File: config.mk
export PLATFORM = sky130hd
export DESIGN_NAME = ep2_packet_demux
export DESIGN_NICKNAME = d
export VERILOG_FILES = /design/src/rtl/ep2_packet_demux_pkg.sv /design/src/rtl/ep2_packet_demux_port_counter.sv /design/src/rtl/ep2_packet_demux.sv
export SDC_FILE = /design/constraint.sdc
export NUM_CORES = 1
export LEC_CHECK = 0
export BUFFER_PORTS_ARGS = -buffer_cell sky130_fd_sc_hd__buf_2
export CAP_MARGIN = 20
export CORE_MARGIN = 2
export CORE_UTILIZATION = 45
export DETAILED_ROUTE_END_ITERATION = 8
export GPL_TIMING_DRIVEN = 0
export HOLD_SLACK_MARGIN = 0.02
export PLACE_DENSITY = 0.75
export SLEW_MARGIN = 20
export SYNTH_ARGS = -nofsm -noshare
export SYNTH_HDL_FRONTEND = slang
export SYNTH_SLANG_ARGS = --single-unit
File: constraint.sdc
create_clock -name clk_i -period 6.4 [get_ports clk_i]
set_clock_uncertainty 0.1 [all_clocks]
set_input_delay 0.32 -clock clk_i [delete_from_list [all_inputs] [get_ports clk_i]]
set_output_delay 0.32 -clock clk_i [all_outputs]
set_load 0.03 [all_outputs]
File: src/rtl/ep2_packet_demux_pkg.sv
// Shared EP2 definitions: parser states, header layout and the byte-count width
// that the arbitrator also uses for its write/read FIFO byte counts.
package ep2_pkg;

  localparam int EP2_PORT_BITS = 3;
  localparam int EP2_LEN_BITS  = 16;
  localparam int BYTE_COUNT_W  = 32;

  localparam int HDR_PORT_IDX   = 0;
  localparam int HDR_LEN_HI_IDX = 1;
  localparam int HDR_LEN_LO_IDX = 2;
  localparam int HDR_BYTES      = 3;

  typedef enum logic [2:0] {
    S_PORT,
    S_LEN_HI,
    S_LEN_LO,
    S_PAYLOAD,
    S_DISCARD,
    S_CHECK
  } state_e;

endpackage

File: src/rtl/ep2_packet_demux_port_counter.sv
// ep2_port_counter: per-port payload byte counter, wraps at 2^32.
module ep2_port_counter
  import ep2_pkg::*;
(
  input  logic                    clk_i,
  input  logic                    reset_i,
  input  logic                    inc_i,
  output logic [BYTE_COUNT_W-1:0] count_o
);

  logic [BYTE_COUNT_W-1:0] count_q;

  always_ff @(posedge clk_i) begin
    if (reset_i) begin
      count_q <= '0;
    end else if (inc_i) begin
      count_q <= count_q + BYTE_COUNT_W'(1);
    end
  end

  assign count_o = count_q;

endmodule

File: src/rtl/ep2_packet_demux.sv
// ep2_packet_demux: parses the EP2 host stream and steers payload bytes to per-port write FIFOs.
// Define EP2_PACKET_CHECKSUM_EN to expect a trailing XOR checksum byte on every packet.
module ep2_packet_demux
  import ep2_pkg::*;
#(
  parameter int NUM_PORTS = 4,
  parameter int PORT_BITS = EP2_PORT_BITS,
  parameter int LEN_BITS  = EP2_LEN_BITS
) (
  input  logic                              clk_i,
  input  logic                              reset_i,
  input  logic [7:0]                        in_data_i,
  input  logic                              in_valid_i,
  output logic                              in_ready_o,
  output logic [7:0]                        fifo_data_o,
  output logic [NUM_PORTS-1:0]              fifo_write_o,
  input  logic [NUM_PORTS-1:0]              fifo_full_i,
  output logic [BYTE_COUNT_W*NUM_PORTS-1:0] byte_count_o,
  output logic                              packet_error_o,
  output logic [15:0]                       error_count_o,
  output logic                              busy_o
);

`ifdef EP2_PACKET_CHECKSUM_EN
  localparam state_e BODY_DONE = S_CHECK;
`else
  localparam state_e BODY_DONE = S_PORT;
`endif

  state_e               state_q, state_d;
  logic [PORT_BITS-1:0] target_q, target_d;
  logic                 portOk_q, portOk_d;
  logic [7:0]           lenHi_q, lenHi_d;
  logic [LEN_BITS-1:0]  remaining_q, remaining_d;
  logic [15:0]          errorCount_q;
  logic                 packetError_q;
`ifdef EP2_PACKET_CHECKSUM_EN
  logic [7:0]           checksum_q, checksum_d;
`endif

  logic                 accept;
  logic                 errorEvent;
  logic                 targetFull;
  logic                 portInRange;
  logic [NUM_PORTS-1:0] targetOneHot;
  logic [NUM_PORTS-1:0] fifoWrite;
  logic [LEN_BITS-1:0]  lenFull;

  assign lenFull     = LEN_BITS'({lenHi_q, in_data_i});
  assign portInRange = (32'(in_data_i[PORT_BITS-1:0]) < 32'(NUM_PORTS));

  always_comb begin
    targetOneHot = '0;
    targetFull   = 1'b0;
    for (int p = 0; p < NUM_PORTS; p++) begin
      if (target_q == PORT_BITS'(p)) begin
        targetOneHot[p] = 1'b1;
        targetFull      = fifo_full_i[p];
      end
    end
  end

  // Backpressure only applies while writing payload, so a write never hits a full FIFO.
  assign in_ready_o   = (state_q == S_PAYLOAD) ? !targetFull : 1'b1;
  assign accept       = in_valid_i && in_ready_o;
  assign fifoWrite    = targetOneHot & {NUM_PORTS{accept && (state_q == S_PAYLOAD)}};
  assign fifo_write_o = fifoWrite;
  assign fifo_data_o  = in_data_i;
  assign busy_o       = (state_q != S_PORT);

  always_comb begin
    state_d     = state_q;
    target_d    = target_q;
    portOk_d    = portOk_q;
    lenHi_d     = lenHi_q;
    remaining_d = remaining_q;
    errorEvent  = 1'b0;
`ifdef EP2_PACKET_CHECKSUM_EN
    checksum_d  = checksum_q;
`endif
    if (accept) begin
      unique case (state_q)
        S_PORT: begin
          target_d = in_data_i[PORT_BITS-1:0];
          portOk_d = portInRange;
          state_d  = S_LEN_HI;
        end
        S_LEN_HI: begin
          lenHi_d = in_data_i;
          state_d = S_LEN_LO;
        end
        S_LEN_LO: begin
          remaining_d = lenFull;
`ifdef EP2_PACKET_CHECKSUM_EN
          checksum_d  = '0;
`endif
          if (lenFull == '0) begin
            state_d = BODY_DONE;
          end else if (portOk_q) begin
            state_d = S_PAYLOAD;
          end else begin
            state_d    = S_DISCARD;
            errorEvent = 1'b1;
          end
        end
        S_PAYLOAD: begin
          remaining_d = remaining_q - LEN_BITS'(1);
`ifdef EP2_PACKET_CHECKSUM_EN
          checksum_d  = checksum_q ^ in_data_i;
`endif
          if (remaining_q == LEN_BITS'(1)) state_d = BODY_DONE;
        end
        S_DISCARD: begin
          remaining_d = remaining_q - LEN_BITS'(1);
          if (remaining_q == LEN_BITS'(1)) state_d = BODY_DONE;
        end
`ifdef EP2_PACKET_CHECKSUM_EN
        // Discarded packets were already flagged at the length byte.
        S_CHECK: begin
          if (portOk_q && (in_data_i != checksum_q)) errorEvent = 1'b1;
          state_d = S_PORT;
        end
`endif
        default: state_d = S_PORT;
      endcase
    end
  end

  always_ff @(posedge clk_i) begin
    if (reset_i) begin
      state_q     <= S_PORT;
      target_q    <= '0;
      portOk_q    <= 1'b0;
      lenHi_q     <= '0;
      remaining_q <= '0;
`ifdef EP2_PACKET_CHECKSUM_EN
      checksum_q  <= '0;
`endif
    end else begin
      state_q     <= state_d;
      target_q    <= target_d;
      portOk_q    <= portOk_d;
      lenHi_q     <= lenHi_d;
      remaining_q <= remaining_d;
`ifdef EP2_PACKET_CHECKSUM_EN
      checksum_q  <= checksum_d;
`endif
    end
  end

  always_ff @(posedge clk_i) begin
    if (reset_i) begin
      packetError_q <= 1'b0;
      errorCount_q  <= '0;
    end else begin
      packetError_q <= errorEvent;
      if (errorEvent && (errorCount_q != 16'hFFFF)) errorCount_q <= errorCount_q + 16'd1;
    end
  end

  assign packet_error_o = packetError_q;
  assign error_count_o  = errorCount_q;

  for (genvar p = 0; p < NUM_PORTS; p++) begin : g_port
    ep2_port_counter u_counter (
      .clk_i   (clk_i),
      .reset_i (reset_i),
      .inc_i   (fifoWrite[p]),
      .count_o (byte_count_o[BYTE_COUNT_W*p +: BYTE_COUNT_W])
    );
  end

endmodule

# [Yosys cells after proc, flatten, opt, wreduce, memory -nomap -nowiden]
# Index checks and enable logic that the tools add are counted.
# W data, S select, Z words.
[totals] ff_bits=176 latchBits=0 ram_bits=0 romBits=0 in_bits=15 output_inout_bits=159 memories=0
[classes] addsub=6 multipliers=0 n_div=0 order_cmp=1 eq_ne=10 n_shift=0 mux=18 n_bitwise=1 reduce_logical=14
[ops] cell="$add A32 B1 Y32 const B" count=4
[ops] cell="$pmux W16 S2" count=1
[ops] cell="$add A16 B1 Y16 const B" count=1
[ops] cell="$eq A16 B1 Y1 const B" count=1
[ops] cell="$logic_not A16 Y1" count=1
[ops] cell="$ne A16 B16 Y1 const B" count=1
[ops] cell="$sub A16 B1 Y16 const B" count=1
[ops] cell="$mux W1" count=13
[ops] cell="$eq A3 B2 Y1 const B" count=4
[ops] cell="$pmux W3 S4" count=1
[ops] cell="$mux W3" count=3
[ops] cell="$reduce_and A2 Y1" count=4
[ops] cell="$eq A3 B1 Y1 const B" count=2
[ops] cell="$logic_not A3 Y1" count=2
[ops] cell="$and A4 B4 Y4" count=1
[ops] cell="$eq A3 B3 Y1 const B" count=1
[ops] cell="$logic_and A1 B1 Y1" count=3
[ops] cell="$lt A3 B3 Y1 const B" count=1
[ops] cell="$reduce_bool A3 Y1" count=1
[ops] cell="$ne A2 B1 Y1 const B" count=1
[ops] cell="$reduce_bool A2 Y1" count=1
[ops] cell="$reduce_or A2 Y1" count=1
[ops] cell="$logic_not A1 Y1" count=1

# [Longest topological paths before layout]
# Gate-level depths: netlist of run 1.
[logic_depth] ltp_word=10 mapped_depth=8 depth_no_buf=7

# [By module]
# Synthesis of run 1 repeated with hierarchy kept, for this count alone.
[hier_totals] hier_cells=1058 area_unflattened_um2=9041.2
[by_module_without_submodules] mod="ep2_port_counter" n_inst=4 cells_each=181 area_each_um2=1564.0
[by_module_without_submodules] mod="ep2_packet_demux" n_inst=1 cells_each=334 area_each_um2=2785.2

# [Worst setup path after synthesis of run 1]
# Ideal clock, no wire load.
[synth_path] path_kind="register -> register" startpoint="reg g_port[1].u_counter.count_q[6]" endpoint="reg g_port[1].u_counter.count_q[27]" setup_ns=0.070 arrival_ns=2.206 setup_slack_ns=4.024 stages_incl_launch_ff=8 synth_period_minus_slack_ns=2.376 path_cell_list="dfxtp_1 -> nand4_1 -> or2_1 -> clkbuf_1 -> or4_4 -> buf_6 -> or4_1 -> a21oi_1"
[synth_via] elab_chain_cells=1
[synth_lines] item="start, declared" line="ep2_packet_demux_port_counter.sv:11" text="logic [BYTE_COUNT_W-1:0] count_q;"
[synth_lines] item="start signal, assigned" line="ep2_packet_demux_port_counter.sv:17" text="count_q <= count_q + BYTE_COUNT_W'(1);"
[synth_lines] item="$add A32 B1 Y32" line="ep2_packet_demux_port_counter.sv:17"
# Every way passes these cells.
# A chain may end at the register's enable or synchronous reset.

# [Final worst setup path of run 1]
[layout_path] startpoint="reg target_q[1]" endpoint="out fifo_write_o[1]"
[layout_via] elab_chain_cells=10 elab_cells_between_ends=14 cone_classes="eq/ne (3); mux (6); bitwise (1); reduce/logical (4)"
[layout_lines] item="start, declared" line="ep2_packet_demux.sv:31" text="logic [PORT_BITS-1:0] target_q, target_d;"
[layout_lines] item="start signal, assigned" line="ep2_packet_demux.sv:141" text="target_q <= target_d;"
[layout_lines] item="$logic_not A3 Y1" line="ep2_packet_demux.sv:56" text="if (target_q == PORT_BITS'(p)) begin"
[layout_lines] item="$mux W1 (4 in a row)" line="ep2_packet_demux.sv:56"
[layout_lines] item="$logic_not A1 Y1" line="ep2_packet_demux.sv:64" text="assign in_ready_o = (state_q == S_PAYLOAD) ? !targetFull : 1'b1;"
[layout_lines] item="$mux W1" line="ep2_packet_demux.sv:64"
[layout_lines] item="$logic_and A1 B1 Y1" line="ep2_packet_demux.sv:65" text="assign accept = in_valid_i && in_ready_o;"
[layout_lines] item="$logic_and A1 B1 Y1" line="ep2_packet_demux.sv:66" text="assign fifoWrite = targetOneHot & {NUM_PORTS{accept && (state_q == S_PAYLOAD)}};"
[layout_lines] item="$and A4 B4 Y4 (*)" line="ep2_packet_demux.sv:66"
[layout_lines] item="end, declared" line="ep2_packet_demux.sv:16" text="output logic [NUM_PORTS-1:0] fifo_write_o,"
# Every way passes the cells marked *; elsewhere a longest branch is shown, timed or not.

==> results.toml, run 1 <==
[detailed_routing]
vias = 8805
first_pass_iters = 5
routed_wl_mm = 24.6
viasPerCell = 5.70
wl_per_cell_um = 15.9
drtAntennaViolNets = 0
drc_errors = 0
drt_iter0_markers = 597

[global_route]
grt_overflow = 0
antenna_found_initial = 1
first_global_vias = 7777
track_usage_pct = 23.5
grt_max_degree = 17
grt_first_pass_wirelength_mm = 39.1

[die]
die_w_um = 144
dieHeight_um = 144
io_pins = 174
start_util_pct = 45.5
core_area_um2 = 19300
dieArea_um2 = 20700
fp-row-count = 51

[sta]
grt_setup_unrepaired = "no"
finalCritPeriodShare_pct = 50.1
fmax_mhz = 312
finalSetupTns_ps = 0
max_slew_margin_pct = 45.1
min_period_ps = 3200
worstMarginPinSlew_ps = 824
drv_slew = 0
setup_viol = 0
final_hold_viol_count = 0

[min_path]
min_path_type = "input port to flip-flop"

[clocking]
clk_latency_ps = 430
cts_resized = 0
post_cts_buffers = 0
cts_tree = "built"
root_buffer = "clkbuf_16"
clk_pin_slew_worst_paths_ps = 70
numCtsBuffers = 17
cts_sinks = 176
htree_levels = 4
cts.path.max_buffers = 2
cts_hold_buf = 0

[yosys]
ys_async_sr_fraction_pct = 0
ys_ff_latch = 176
ys_seq_area_share_pct = 40.0
synth_area_leaders = "dfxtp_1 40%, xnor2_1 5.1%, a21oi_1 5.1%"
yosysTopAreaCell = "dfxtp_1"
synth_edf_count = 0
synth_top_area_share_pct = 40.0
synth_cells = 1075
yosys.cell_types.count = 61
ys_warn_count = 0
synth_flop_cell = "dfxtp_1"
postSynthAreaPerCell_um2 = 8.19
syn-cell-area_um2 = 8800
syn_nets = 1097

[finish]
layout_common_cells = "180 x buf_2, 176 x dfxtp_1, 107 x nor2_1, 89 x a21oi_1, 70 x nand2_1"
fin_cells = 1546
syn_to_final_growth_pct = 20.4
final_layout_size_suffix_gt1_share_pct = 19.4
nets = 1289
final_common_cell = "buf_2"

[setup_path]
endpoint_kind = "output port"
crit_arrival_ps = 2780
start_kind = "flip-flop"
worstPathRequired_ps = 5980
crit_type = "flip-flop to output port"
crit_path_max_fanout = 10

[pwr]
power.leakage_nw = 3.88
ir_drop_uv = 180
power_density_nw_per_um2 = 222

[run_status]
status = "complete, no violations"

[place]
routabilityCongestion = 0.889
portBuffers = 173
hpwl_mm = 17.8
placed_cells = 1513

[run]
maxCapViolCount = 0
## critical path, cell delays in order, from the launching register on
cell and delay, ps:
dfxtp_1 410, buf_2 260, mux2_2 370, a2bb2oi_1 560, and3_1 260, clkbuf_1 180, buf_4 150, buf_2 180
## cell usage after synthesis, drive strengths merged (3+ instances only)
master / n
a211oi: 5
a21o: 6
a21oi: 89
and2: 7
and3: 22
and4: 12
and4bb: 3
buf: 24
clkbuf: 45
dfxtp: 176
ha: 7
inv: 29
mux2: 11
mux2i: 18
nand2: 70
nand3: 53
nand4: 41
nor2: 107
nor2b: 12
nor3: 21
nor3b: 4
nor4: 40
nor4b: 5
o211ai: 3
o21ai: 66
o31ai: 23
o32ai: 4
or2: 3
or3: 55
or4: 26
xnor2: 51
xor2: 8
## area by class of cell
type                       count  area [um^2]
antenna                        1         2.50
inverter                      29          109
sequential                   176         3520
timing repair buffer         173          866
clock inverter                14          158
multi-input combinational    801         4840
fill                        1838         8740
buffer                        69          324
tap                          265          332
clock buffer                  18          439
## flip-flops by register name (all words and copies together) (netlist names)
register                  flops
remaining_q                  16
state_q                       3
packet_error_o                1
target_q                      3
error_count_o                16
portOk_q                      1
g_port.u_counter.count_o    128
lenHi_q                       8
## worst paths after layout
path | startpoint | endpoint | slack [ps] | cells past startpoint
setup / recovery | target_q[1]$_SDFFE_PP0P_ | fifo_write_o[1] | 3200 | 7
hold / removal | in_data_i[5] | lenHi_q[5]$_SDFFE_PP0P_ | 80 | 3
setup reg to reg | target_q[1]$_SDFFE_PP0P_ | g_port[2].u_counter.count_o[20]$_SDFFE_PP0P_ | 3630 | 6
hold reg to reg | g_port[1].u_counter.count_o[31]$_SDFFE_PP0P_ | g_port[1].u_counter.count_o[31]$_SDFFE_PP0P_ | 380 | 2
## logic make-up (layout without fill, tap and decap cells)
| logic type | Yosys count | after routing | synth area share, % |
|---|---|---|---|
| xor gates and xnor gates | 59 | 59 | 5.87 |
| adders and majority gates | 7 | 7 | 0.995 |
| other | 0 | 1 | 0 |
| muxes | 29 | 29 | 3.46 |
| buffers and inverters | 98 | 303 | 4.92 |
| AOI/OAI and AO/OA | 216 | 216 | 14.3 |
| DFF | 176 | 176 | 40.0 |
| and+or+nand+nor | 490 | 490 | 30.4 |
## report_power, final
part | switching (W) | leakage, nW | total [W] | internal (W)
Clock | 0.000463 | 0.289 | 0.00106 | 0.000593
Sequential | 0.0000105 | 1.42 | 0.00112 | 0.00111
Combinational | 0.000124 | 2.17 | 0.000179 | 0.0000544
Total | 0.000598 | 3.88 | 0.00235 | 0.00175
## layer usage
layer  up-vias  GRT usage [%]  routed length (um)
li1       4329              -                   -
met1      4158           31.1               10900
met2       283           38.6               11600
met3        35           4.23                1570
met4         0           8.00                 552
met5         -              0                   0
## per-stage QoR
stage                     worst slack (ps)  power [W]  area, um^2  hold slack (ps)  utilization [%]
after global placement                3670    0.00131       10000              366             51.7
after global routing                  3030    0.00244       10600             79.3             54.8
after CTS                             3150    0.00237       10600             61.4             54.8
after floorplan                       4020    0.00126        8800              310                -
after detailed placement              3650    0.00132       10000              372             51.7
final                                 3200    0.00235       10600             81.6             54.8
(Power assumes the default switching activity.)
==> inputs of run 2 (changes only) <==
Clock period 6.4 ns to 3.3 ns, I/O delays scaled along.
==> results.toml, run 2 (same netlist as run 1, synthesis figures left out) <==
[setup_path]
worstPathRequired_ps = 3030
crit_path_max_fanout = 10
r2r-start = "target_q[1]$_SDFFE_PP0P_"
crit_path_start = "target_q[1]$_SDFFE_PP0P_"
crit_type = "flip-flop to output port"
start_kind = "flip-flop"
crit_arrival_ps = 2780
endpoint_kind = "output port"
timing.critical_path.mode_cell = "buf_2"
ff2ff_setup_slack_ps = 530
reg2reg_depth = 6
cp_cell_sequence = "buf_2 > mux2_2 > a2bb2oi_1 > and3_1 > clkbuf_1 > buf_4 > buf_2"
worst_path_max_delay_cell = "a2bb2oi_1"
critical_path.max_stage_delay_ps = 560
timing.rr.end = "g_port[2].u_counter.count_o[20]$_SDFFE_PP0P_"

[place]
placed_cells = 1513
preCtsSetupSlack_ps = 554
portBuffers = 173
hpwl_mm = 17.8
placed_cell_area_um2 = 10000
routabilityCongestion = 0.889

[sta]
min_period_ps = 3050
final_hold_viol_count = 0
finalSetupTns_ps = 0
worst_slack_ps = 252
finalCritPeriodShare_pct = 92.4
holdWs_ps = 105
fmax_mhz = 328
worstMarginPinSlew_ps = 817
setup_viol = 0
max_slew_margin_pct = 45.5
drv_slew = 0
grt_setup_unrepaired = "no"

[min_path]
min_path_type = "input port to flip-flop"
min_from = "in_valid_i"
hold_path_end = "state_q[1]$_SDFFE_PP0P_"
min_path_cells = 4

[global_route]
antenna_found_initial = 1
grt_first_pass_wirelength_mm = 39.3
grt_max_degree = 17
first_global_vias = 7833
track_usage_pct = 23.6
grt_overflow = 0

[finish]
fin_cells = 1555
final_layout_size_suffix_gt1_share_pct = 19.2
layout_common_cells = "180 x buf_2, 176 x dfxtp_1, 107 x nor2_1, 89 x a21oi_1, 70 x nand2_1"
nets = 1298
fin_area_um2 = 10700
syn_to_final_growth_pct = 21.4
largest_reg_flops = 128
final_common_cell = "buf_2"

[die]
start_util_pct = 45.5
die_w_um = 144
dieArea_um2 = 20700
dieHeight_um = 144
core_area_um2 = 19300
io_pins = 174
fp-row-count = 51

[run]
maxCapViolCount = 0

[run_status]
status = "complete, no violations"

[clocking]
numCtsBuffers = 17
cts_tree = "built"
cts_sinks = 176
clk_latency_ps = 430
post_cts_buffers = 0
clk_pin_slew_worst_paths_ps = 70
htree_levels = 4
root_buffer = "clkbuf_16"
cts.path.max_buffers = 2

[detailed_routing]
viasPerCell = 5.68
wl_per_cell_um = 15.9
drc_errors = 0
first_pass_iters = 6
drt_iter0_markers = 576
drtAntennaViolNets = 0
vias = 8837
routed_wl_mm = 24.7

[pwr]
power.leakage_nw = 3.91
ir_drop_uv = 350
power_density_nw_per_um2 = 428
## run 2: cell count changes in the layout (fill, tap and decap cells not counted), sizes merged
cell,previous run,this run
dlygate4sd3,0,9
## run 2: stage by stage
stage	total power [W]	util, %
floorplan	0.00244	-
global placement	0.00255	51.7
detailed placement	0.00255	51.7
CTS	0.00460	55.3
global route	0.00473	55.3
finish	0.00457	55.3
## run 2: per-layer routing
layer,part of all wire [%],GRT usage [%],vias up
li1,-,-,4347
met1,45,31.1,4192
met2,48,39.0,263
met3,5.8,4.27,35
met4,2.0,8.00,0
met5,0,0,-
## run 2: worst max-delay path: cells and delay by family (launching register included)
family          cells  cell delay, ps
mux                 1             370
compound gates      1             560
simple gates        1             260
buf+inv             4             770
flops               1             410
## run 2: where the power goes
part	internal [W]	total, W	switching, W
clock network	0.00115	0.00205	0.000901
registers	0.00214	0.00216	0.0000205
logic	0.000112	0.000356	0.000243
## run 2: worst max path at each step
stage / slack, ps / cells after the start / to
floorplan: 920 / 7 / g_port[1].u_counter.count_o[31]$_SDFFE_PP0P_
global placement: 620 / 6 / g_port[2].u_counter.count_o[20]$_SDFFE_PP0P_
detailed placement: 550 / 6 / g_port[2].u_counter.count_o[20]$_SDFFE_PP0P_
CTS: 200 / 7 / fifo_write_o[1]
global route: 80 / 7 / fifo_write_o[1]
finish: 250 / 7 / fifo_write_o[1]
## run 2: layout make-up
class / instances / area, um^2
timing repair buffer: 182 / 956
sequential: 176 / 3520
inverter: 29 / 109
clock buffer: 18 / 439
buffer: 69 / 324
clock inverter: 14 / 158
antenna: 1 / 2.50
tap: 265 / 332
multi-input combinational: 801 / 4840
fill: 1826 / 8650
## run 2: what timing repair did
| action | in CTS | in global routing |
|---|---|---|
| hold endpoints to repair | 14 | 0 |
| hold buffers | 9 | 0 |
| resized for setup | 0 | 0 |
==> inputs of run 3 (changes only) <==
Settings changed: PLACE_DENSITY 0.75 to 0.67.
==> results.toml, run 3 (same netlist as run 1, synthesis figures left out) <==
[clocking]
clk_pin_slew_worst_paths_ps = 70
numCtsBuffers = 17
htree_levels = 4
post_cts_buffers = 0
cts_resized = 0
cts_hold_buf = 9
cts_tree = "built"
clk_latency_ps = 430
cts.path.max_buffers = 2
root_buffer = "clkbuf_16"
cts_sinks = 176

[sta]
finalCritPeriodShare_pct = 91.9
worstMarginPinSlew_ps = 777
holdWs_ps = 103
max_slew_margin_pct = 47.8
final_hold_viol_count = 0
finalSetupTns_ps = 0
setup_viol = 0
min_period_ps = 3030
drv_slew = 0
fmax_mhz = 330
grt_setup_unrepaired = "no"

[place]
routabilityCongestion = 0.876
hpwl_mm = 17.8
portBuffers = 173
placed_cells = 1513

[finish]
final_util_pct = 55.6
syn_to_final_growth_pct = 22.1
layout_common_cells = "180 x buf_2, 176 x dfxtp_1, 107 x nor2_1, 89 x a21oi_1, 70 x nand2_1"
largest_reg_flops = 128
fin_cells = 1556
fillers = 1874
nets = 1298
final_common_cell = "buf_2"
final_layout_size_suffix_gt1_share_pct = 19.2

[setup_path]
crit_arrival_ps = 2770
cp_cell_sequence = "mux2i_1 > o22ai_2 > clkbuf_1 > nor3_1 > buf_4 > buf_2"
crit_type = "flip-flop to output port"
critical_path.max_stage_delay_ps = 550
worst_path_max_delay_cell = "nor3_1"
crit_path_max_fanout = 10
worstPathRequired_ps = 3030
endpoint_kind = "output port"
start_kind = "flip-flop"

[detailed_routing]
vias = 8778
drtAntennaViolNets = 0
wl_per_cell_um = 15.7
drt_iter0_markers = 443
routed_wl_mm = 24.5
drc_errors = 0
viasPerCell = 5.64
first_pass_iters = 5

[die]
dieArea_um2 = 20700
die_w_um = 144
io_pins = 174
fp-row-count = 51
dieHeight_um = 144
core_area_um2 = 19300
start_util_pct = 45.5

[global_route]
first_global_vias = 7768
grt_first_pass_wirelength_mm = 39.1
antenna_found_initial = 2
grt_max_degree = 17
track_usage_pct = 23.5
grt_overflow = 0

[pwr]
ir_drop_uv = 362
power_density_nw_per_um2 = 444
power.leakage_nw = 3.93

[min_path]
min_path_type = "input port to flip-flop"

[run_status]
status = "complete, no violations"

[run]
maxCapViolCount = 0
run 3: final cells by class:
type	instances	area, um^2	area share [%]
Clock buffer	18	429	3.99
Tap cell	265	332	3.09
Inverter	29	109	1.01
Multi-Input combinational cell	801	4840	45.1
Antenna cell	2	5.00	0.0466
Sequential cell	176	3520	32.8
Timing Repair Buffer	182	956	8.90
Clock inverter	14	225	2.10
Buffer	69	324	3.02
run 3: critical path: cells and delay by family, from the launching register on:
family | cells | cell delay (ps)
flip-flops | 1 | 410
multiplexers | 1 | 350
AO/OA/AOI/OAI | 1 | 280
buffers and inverters | 3 | 750
AND/OR/NAND/NOR | 1 | 550
run 3: worst paths after layout:
path,cells after the start,slack (ps),endpoint,from
worst min-delay path,4,100,state_q[1]$_SDFFE_PP0P_,in_valid_i
worst min register to register,2,390,g_port[1].u_counter.count_o[31]$_SDFFE_PP0P_,g_port[1].u_counter.count_o[31]$_SDFFE_PP0P_
worst max-delay path,6,270,fifo_write_o[2],target_q[1]$_SDFFE_PP0P_
worst max register to register,8,550,g_port[0].u_counter.count_o[15]$_SDFFE_PP0P_,state_q[2]$_SDFFE_PP0P_
run 3: through the flow:
stage / setup slack [ps] / total power, W / instance area, um^2
final: 267 / 0.00477 / 10700
after global routing: 68.1 / 0.00493 / 10700
after CTS: 242 / 0.00480 / 10700
after detailed placement: 579 / 0.00255 / 10000
after global placement: 596 / 0.00255 / 10000
after floorplan: 924 / 0.00244 / 8800
run 3: per-layer routing:
layer  part of all wire [%]  GRT usage, %
met2                     46          37.7
met1                     46          31.5
met4                    2.5          9.65
met3                    5.0          3.67
met5                      0             0
run 3: where the power goes:
| group | total (W) | internal [W] | leakage [nW] | switching, W |
|---|---|---|---|---|
| logic | 0.000353 | 0.000112 | 2.21 | 0.000241 |
| registers | 0.00216 | 0.00214 | 1.42 | 0.0000205 |
| clock network | 0.00226 | 0.00136 | 0.308 | 0.000898 |
